<file path="src/rtl/adc_spi_cfg_seq.sv">
// adc_spi_cfg_seq
//   Autonomous SPI configuration sequencer for AD9643-class ADCs. On start it
//   waits a power-up delay, then walks an external register LUT and sends each
//   {addr16,data8} entry as one 24-bit SPI write frame (mode 0, MSB first).
//   An entry with reg_addr 16'hFFFF ends the table early.
//
//   Optional feature macro: ADC_CFG_VERIFY_EN
//     When defined, every write except to address 0x0FF is followed by a read
//     frame of the same address. A readback that differs from the written data
//     raises err and latches the first failing LUT index in err_index.
//
// Parameters
//   LUT_DEPTH    number of LUT entries scanned (1..1023)
//   CLK_DIV      clk cycles per SCLK half-period (>=1)
//   CS_GAP       clk cycles CSB stays high between frames (>=1)
//   STARTUP_CYC  clk cycles waited after start before the first frame
//
// Ports
//   clk, rst        system clock, synchronous active-high reset
//   start           one-cycle pulse, begins a sequence when idle
//   lut_index       LUT address to the external table
//   lut_data        {reg_addr[15:0], reg_data[7:0]} for lut_index
//   spi_csb         chip select, active low
//   spi_sclk        SPI clock, idle low
//   spi_sdio_o/_oe  serial data out and its output enable
//   spi_sdio_i      serial data in (readback only)
//   busy            sequence in progress
//   done            one-cycle pulse at sequence end
//   cfg_ok          last sequence finished without error
//   err, err_index  readback mismatch flag and first failing index
module adc_spi_cfg_seq #(
    parameter int unsigned LUT_DEPTH   = 12,
    parameter int unsigned CLK_DIV     = 4,
    parameter int unsigned CS_GAP      = 8,
    parameter int unsigned STARTUP_CYC = 1000
) (
    input  logic        clk,
    input  logic        rst,
    input  logic        start,
    output logic [9:0]  lut_index,
    input  logic [23:0] lut_data,
    output logic        spi_csb,
    output logic        spi_sclk,
    output logic        spi_sdio_o,
    output logic        spi_sdio_oe,
    input  logic        spi_sdio_i,
    output logic        busy,
    output logic        done,
    output logic        cfg_ok,
    output logic        err,
    output logic [9:0]  err_index
);

    localparam int unsigned IDX_W   = 10;
    localparam int unsigned FRAME_W = 24;
    localparam int unsigned CNT_W   = 32;
    localparam int unsigned BIT_W   = 5;

    localparam logic [IDX_W-1:0] LAST_IDX      = IDX_W'(LUT_DEPTH - 1);
    localparam logic [CNT_W-1:0] WAIT_LAST     = CNT_W'(STARTUP_CYC);
    localparam logic [CNT_W-1:0] DIV_LAST      = CNT_W'(CLK_DIV - 1);
    localparam logic [CNT_W-1:0] GAP_LAST      = CNT_W'(CS_GAP - 1);
    localparam logic [BIT_W-1:0] LAST_BIT      = BIT_W'(FRAME_W - 1);
    localparam logic [BIT_W-1:0] RD_TURN_BIT   = BIT_W'(15);
    localparam logic [12:0]      SELF_CLR_ADDR = 13'h0FF;

    typedef enum logic [2:0] {
        S_IDLE,
        S_WAIT,
        S_LOAD,
        S_SHIFT,
        S_GAP,
        S_FIN
    } state_t;

    state_t             state;
    logic [CNT_W-1:0]   cnt;        // startup, SCLK half-period and gap timer
    logic [BIT_W-1:0]   bit_cnt;    // falling SCLK edges completed in this frame
    logic [FRAME_W-1:0] shreg;
    logic [12:0]        cur_addr;   // address of the entry being written
    logic               rd_phase;   // current frame is the readback of cur_addr

    logic [FRAME_W-1:0] frame_c;
    logic               is_end_c;
    logic               want_read_c;

`ifdef ADC_CFG_VERIFY_EN
    logic [7:0] cur_data;
    logic [7:0] rd_data;

    // Readback follows each write, except the self-clearing transfer register.
    assign want_read_c = !rd_phase && (cur_addr != SELF_CLR_ADDR);
`else
    logic unused_sdio_i;

    assign unused_sdio_i = spi_sdio_i;
    assign want_read_c   = 1'b0;
`endif

    // reg_addr[15:13] is dropped; W1:W0 = 00 selects a single-byte transfer.
    assign is_end_c = (lut_data[23:8] == 16'hFFFF);
    assign frame_c  = rd_phase ? {1'b1, 2'b00, cur_addr, 8'h00}
                               : {1'b0, 2'b00, lut_data[20:0]};

    // Sequencer FSM with all outputs registered.
    always_ff @(posedge clk) begin
        if (rst) begin
            state       <= S_IDLE;
            cnt         <= '0;
            bit_cnt     <= '0;
            shreg       <= '0;
            cur_addr    <= '0;
            rd_phase    <= 1'b0;
            lut_index   <= '0;
            spi_csb     <= 1'b1;
            spi_sclk    <= 1'b0;
            spi_sdio_o  <= 1'b0;
            spi_sdio_oe <= 1'b0;
            busy        <= 1'b0;
            done        <= 1'b0;
            cfg_ok      <= 1'b0;
            err         <= 1'b0;
            err_index   <= '0;
`ifdef ADC_CFG_VERIFY_EN
            cur_data    <= '0;
            rd_data     <= '0;
`endif
        end else begin
            done <= 1'b0;
            unique case (state)
                S_IDLE: begin
                    if (start) begin
                        busy      <= 1'b1;
                        cfg_ok    <= 1'b0;
                        err       <= 1'b0;
                        err_index <= '0;
                        lut_index <= '0;
                        rd_phase  <= 1'b0;
                        cnt       <= '0;
                        state     <= S_WAIT;
                    end
                end

                S_WAIT: begin
                    if (cnt == WAIT_LAST) begin
                        cnt   <= '0;
                        state <= S_LOAD;
                    end else begin
                        cnt <= cnt + CNT_W'(1);
                    end
                end

                S_LOAD: begin
                    cnt     <= '0;
                    bit_cnt <= '0;
                    if (!rd_phase && is_end_c) begin
                        state <= S_FIN;
                    end else begin
                        shreg       <= frame_c;
                        spi_csb     <= 1'b0;
                        spi_sdio_oe <= 1'b1;
                        spi_sdio_o  <= frame_c[FRAME_W-1];
                        state       <= S_SHIFT;
                        if (!rd_phase) begin
                            cur_addr <= lut_data[20:8];
`ifdef ADC_CFG_VERIFY_EN
                            cur_data <= lut_data[7:0];
`endif
                        end
                    end
                end

                S_SHIFT: begin
                    if (cnt == DIV_LAST) begin
                        cnt      <= '0;
                        spi_sclk <= ~spi_sclk;
                        if (!spi_sclk) begin
                            // Rising edge: slave samples; readback data captured here.
`ifdef ADC_CFG_VERIFY_EN
                            if (rd_phase && (bit_cnt > RD_TURN_BIT)) begin
                                rd_data <= {rd_data[6:0], spi_sdio_i};
                            end
`endif
                        end else if (bit_cnt == LAST_BIT) begin
                            // Last falling edge closes the frame.
                            spi_csb     <= 1'b1;
                            spi_sdio_oe <= 1'b0;
                            spi_sdio_o  <= 1'b0;
                            bit_cnt     <= '0;
                            state       <= S_GAP;
`ifdef ADC_CFG_VERIFY_EN
                            if (rd_phase && (rd_data != cur_data) && !err) begin
                                err       <= 1'b1;
                                err_index <= lut_index;
                            end
`endif
                        end else begin
                            bit_cnt    <= bit_cnt + BIT_W'(1);
                            shreg      <= {shreg[FRAME_W-2:0], 1'b0};
                            spi_sdio_o <= shreg[FRAME_W-2];
                            // Read frame: release SDIO after the 16 instruction bits.
                            if (rd_phase && (bit_cnt == RD_TURN_BIT)) begin
                                spi_sdio_oe <= 1'b0;
                            end
                        end
                    end else begin
                        cnt <= cnt + CNT_W'(1);
                    end
                end

                S_GAP: begin
                    if (cnt == GAP_LAST) begin
                        cnt <= '0;
                        if (want_read_c) begin
                            rd_phase <= 1'b1;
                            state    <= S_LOAD;
                        end else begin
                            rd_phase <= 1'b0;
                            if (lut_index == LAST_IDX) begin
                                state <= S_FIN;
                            end else begin
                                lut_index <= lut_index + IDX_W'(1);
                                state     <= S_LOAD;
                            end
                        end
                    end else begin
                        cnt <= cnt + CNT_W'(1);
                    end
                end

                S_FIN: begin
                    done   <= 1'b1;
                    busy   <= 1'b0;
                    cfg_ok <= ~err;
                    state  <= S_IDLE;
                end

                default: state <= S_IDLE;
            endcase
        end
    end

endmodule

</file>
<file path="config.mk">
export PLATFORM = sky130hd
export DESIGN_NAME = adc_spi_cfg_seq
export DESIGN_NICKNAME = d
export VERILOG_FILES = /design/src/rtl/adc_spi_cfg_seq.sv
export SDC_FILE = /design/constraint.sdc
export NUM_CORES = 1
export LEC_CHECK = 0
export CAP_MARGIN = 30
export CORE_ASPECT_RATIO = 1.4
export CORE_MARGIN = 8
export CORE_UTILIZATION = 55
export CTS_BUF_LIST = sky130_fd_sc_hd__clkbuf_8
export DETAILED_ROUTE_END_ITERATION = 8
export GPL_TIMING_DRIVEN = 1
export PLACE_DENSITY = 0.91
export SYNTH_ARGS = -nofsm -noshare
export SYNTH_HDL_FRONTEND = slang
export SYNTH_SLANG_ARGS = --single-unit
export TNS_END_PERCENT = 30
</file>
<file path="constraint.sdc">
create_clock -name clk -period 2.5 [get_ports clk]
set_clock_uncertainty 0.1 [all_clocks]
set_input_delay 0.375 -clock clk [delete_from_list [all_inputs] [get_ports clk]]
set_output_delay 0.375 -clock clk [all_outputs]
set_load 0.005 [all_outputs]
</file>
==> impl_results.md <==
* 1st-pass router iterations at 7
* CP Cell Sequence: nor4_1 > and4_1 > a21o_1 > nand4_1 > buf_4 > or4_1 > o21ai_1
* RSZ-0062 raised after global routing: true
* Crit path largest cell delay at 0.51 ns
* Cells after Synth at 486
* Worst-Skew Late Latency at 0.36 ns
* Async set-reset flop share out of synthesis at 0%
* Non-filler instance count after layout at 642
* Endpoints failing hold at 0
* Htree depth at 3
* FP Rows at 37
* TritonCTS clock tree: built
* WHS Path Cells at 2
* IO Count at 56
* Multi-input logic area at 2320 sq um
* WL/cell at 16.5 um
* Worst-margin pin slew at 0.700 ns
* Hold_sp: cfg_ok$_SDFFE_PP0P_
* Min-Delay Path Class: register to register
* Post-synthesis mux area share at 5.39%
* Fillers at 550
* Die X at 88.8 um
* Hold path endpoint: cfg_ok$_SDFFE_PP0P_
* Routed vias at 3866
* Maximum VDD drop at 0.319 mV
* Worst path required time at 2.69 ns
* Synth Register Bits at 80
* Primary FF master, synth: dfxtp_1
* Worst reg-to-reg setup slack at 0.11 ns
* Root buf cell: clkbuf_8
* Crit-path max FO at 12
* Pwr dens at 685 nW/um^2
* Outcome: finished clean
* Antenna violations before repair at 0
* Post-layout util at 68.4%
* Setup CP Type: register to register
* CTS Buffer Depth at 2
* Placed Cells incl. Taps at 626
* First-pass GRT wire length at 17.4 mm
* Core Box Area at 7270 sq um
* Cell area after synthesis at 4090 sq um
* Share of layout cells above drive strength 1 at 9.36%
* Area of the die at 10500 sq um
* Crit-path leading delay family: simple AND/OR/NAND/NOR gates
* Register area at 1600 sq um
* Ranking of synthesized cells by area: dfxtp_1, nor2_1, mux2i_1, a211oi_1, nand3_1
* # setup viols final at 0
* Post-synthesis adder-cell area fraction at 1.23%
* Clock slew at reported path FFs at 0.08 ns
* CP Buf/Inv Count at 1
* Kind of end point of the critical path: register
* Worst reg-to-reg path cell count at 7
* Vias in the first global route at 3722
* Netlist cell types at 52
* R2r endpoint: state[1]$_SDFFE_PP0P_
* Area Growth Syn to Fin at 21.8%
* Area share of the largest cell type after synthesis at 39.2%
* Slowest stage cell, crit path: or4_1
* Initial Util at 56.2%
* Relative slew slack at 53.0%
* RePlAce Congestion at 0.864
* Routed Antenna Nets at 0
* Syn_area_per_cell at 8.41 sq um
* EDFF count, synth at 0
* Max cap viols at 0
* ANT cells at 0
* Leak Pwr at 0.00193 uW
* Synth Area in Compound Gates at 13.4%
* WL final at 10.6 mm
* Final net count at 572
* Sequential area share after synthesis at 39.2%
* Most common cell in the netlist: dfxtp_1
* Number of vias per cell at 6.02
* CP Data Arrival Time at 2.58 ns
* Number of I/O port buffers at 43
* Largest family of logic cells by synthesized area: simple AND/OR/NAND/NOR gates
* YS warnings at 0
* Cell taking the most area after synthesis: dfxtp_1
* Final Max Tran Viols at 0
* Overall die height at 118 um
* Post-synthesis simple-gate area fraction at 29.3%
* Crit Reg-Reg Startpoint: cnt[17]$_SDFFE_PP0P_
* Xor-xnor portion of the synthesized cell area at 5.79%
* CTS sink count at 80
* CTS Buf Count at 9
* Synth cell count leaders: dfxtp_1, nor2_1, nand2_1, nand3_1
* Final worst-path cycle share at 95.8%
* F_max at 418 MHz
* Drt drc at 0
* Post-DP HPWL at 7.55 mm
* Worst Setup Start Kind: register
* GRT Total Usage at 20.5%
* Largest net degree at the start of global routing at 41
* Initial DRC count at 248
* Global route overflow at 0
* Final Critical Period at 2.39 ns
## stage by stage
step | setup TNS [ns] | hold WS [ns] | worst slack (ns) | cell area (sq um) | total power, uW
6_report | 0 | 0.370 | 0.106 | 4970 | 3410
5_1_grt | -0.0297 | 0.409 | -0.0145 | 4970 | 3570
4_1_cts | 0 | 0.375 | 0.123 | 4950 | 3410
3_5_place_dp | -3.65 | 0.362 | -0.173 | 4700 | 2260
3_3_place_gp | -1.08 | 0.347 | -0.0611 | 4700 | 2230
2_1_floorplan | 0 | 0.349 | 0.382 | 4120 | 2010
## metal layers
layer  global-route usage, %  up-vias  share of wire (%)
met2                    36.2      152                 52
li1                        -     1862                  -
met5                       0        -                  0
met1                    21.6     1820                 39
met3                    3.63       32                5.7
met4                    11.7        0                3.6
## area by class of cell
| class | count | share of cell area (%) |
|---|---|---|
| clock buffers | 10 | 2.77 |
| clock inverters | 6 | 2.16 |
| inverters | 9 | 0.679 |
| multi-input cells | 371 | 46.7 |
| flip-flops and latches | 80 | 32.2 |
| well taps | 97 | 2.44 |
| repair buffers | 69 | 13.1 |
## sequential cells by signal, indices dropped and copies added (netlist names)
signal,flops
shreg,23
lut_index,10
state,3
spi_sdio_o,1
spi_sclk,1
spi_sdio_oe,1
busy,1
done,1
cnt,32
cfg_ok,1
spi_csb,1
bit_cnt,5
## kinds of logic (layout without fill, tap and decap cells)
| logic type | after synthesis | count (layout) |
|---|---|---|
| compound gates | 79 | 79 |
| xor+xnor | 27 | 27 |
| fa+ha+maj | 4 | 4 |
| buf+inv | 45 | 94 |
| flops | 80 | 80 |
| mux | 22 | 22 |
| other cells | 1 | 11 |
| simple gates | 228 | 228 |
## report_power, final
part           switching (uW)  total, uW  internal, uW
Clock                     458       1150           687
Combinational             447        785           338
Sequential               90.9       1480          1390
Total                     996       3410          2410
## how the worst max path moves through the flow
stage,start,end,slack [ns],depth (start not counted)
floorplan,cnt[0]$_SDFFE_PP0P_,state[1]$_SDFFE_PP0P_,0.38,8
global placement,lut_data[15],shreg[15]$_SDFFE_PP0P_,-0.06,9
detailed placement,lut_data[18],shreg[20]$_SDFFE_PP0P_,-0.17,8
CTS,cnt[0]$_SDFFE_PP0P_,lut_index[9]$_SDFFE_PP0P_,0.12,7
global route,cnt[1]$_SDFFE_PP0P_,cnt[30]$_SDFFE_PP0P_,-0.01,7
finish,cnt[17]$_SDFFE_PP0P_,state[1]$_SDFFE_PP0P_,0.11,7
## layout by cell type (no fill, tap or decap), drive strengths merged, types with 4 or more instances in the layout
cell type and n:
inv 10, clkdlybuf4s50 43, dfxtp 80, a21oi 9, and4 6, xor2 15, ha 4, nor4 15
a31oi 9, conb 11, mux2i 22, clkbuf 10, o211ai 4, and3 8, xnor2 12, buf 26
nand4 20, nand3 29, a21o 5, nor3 10, a211oi 22, o21ai 10, nand2 35, nor2 77
## tightest hold or removal path, cell delays in order, from the launching register on
cell and delay (ns):
dfxtp_1 0.32, inv_1 0.05, o21bai_1 0.06
## timing repair
action,4_1_cts,5_1_grt
setup buffers,0,0
hold buffers,0,0
endpoints found under the setup margin,16,20
gates resized for setup,1,5
endpoints found under the hold margin,0,0
Power figures use the tool's default switching activity.
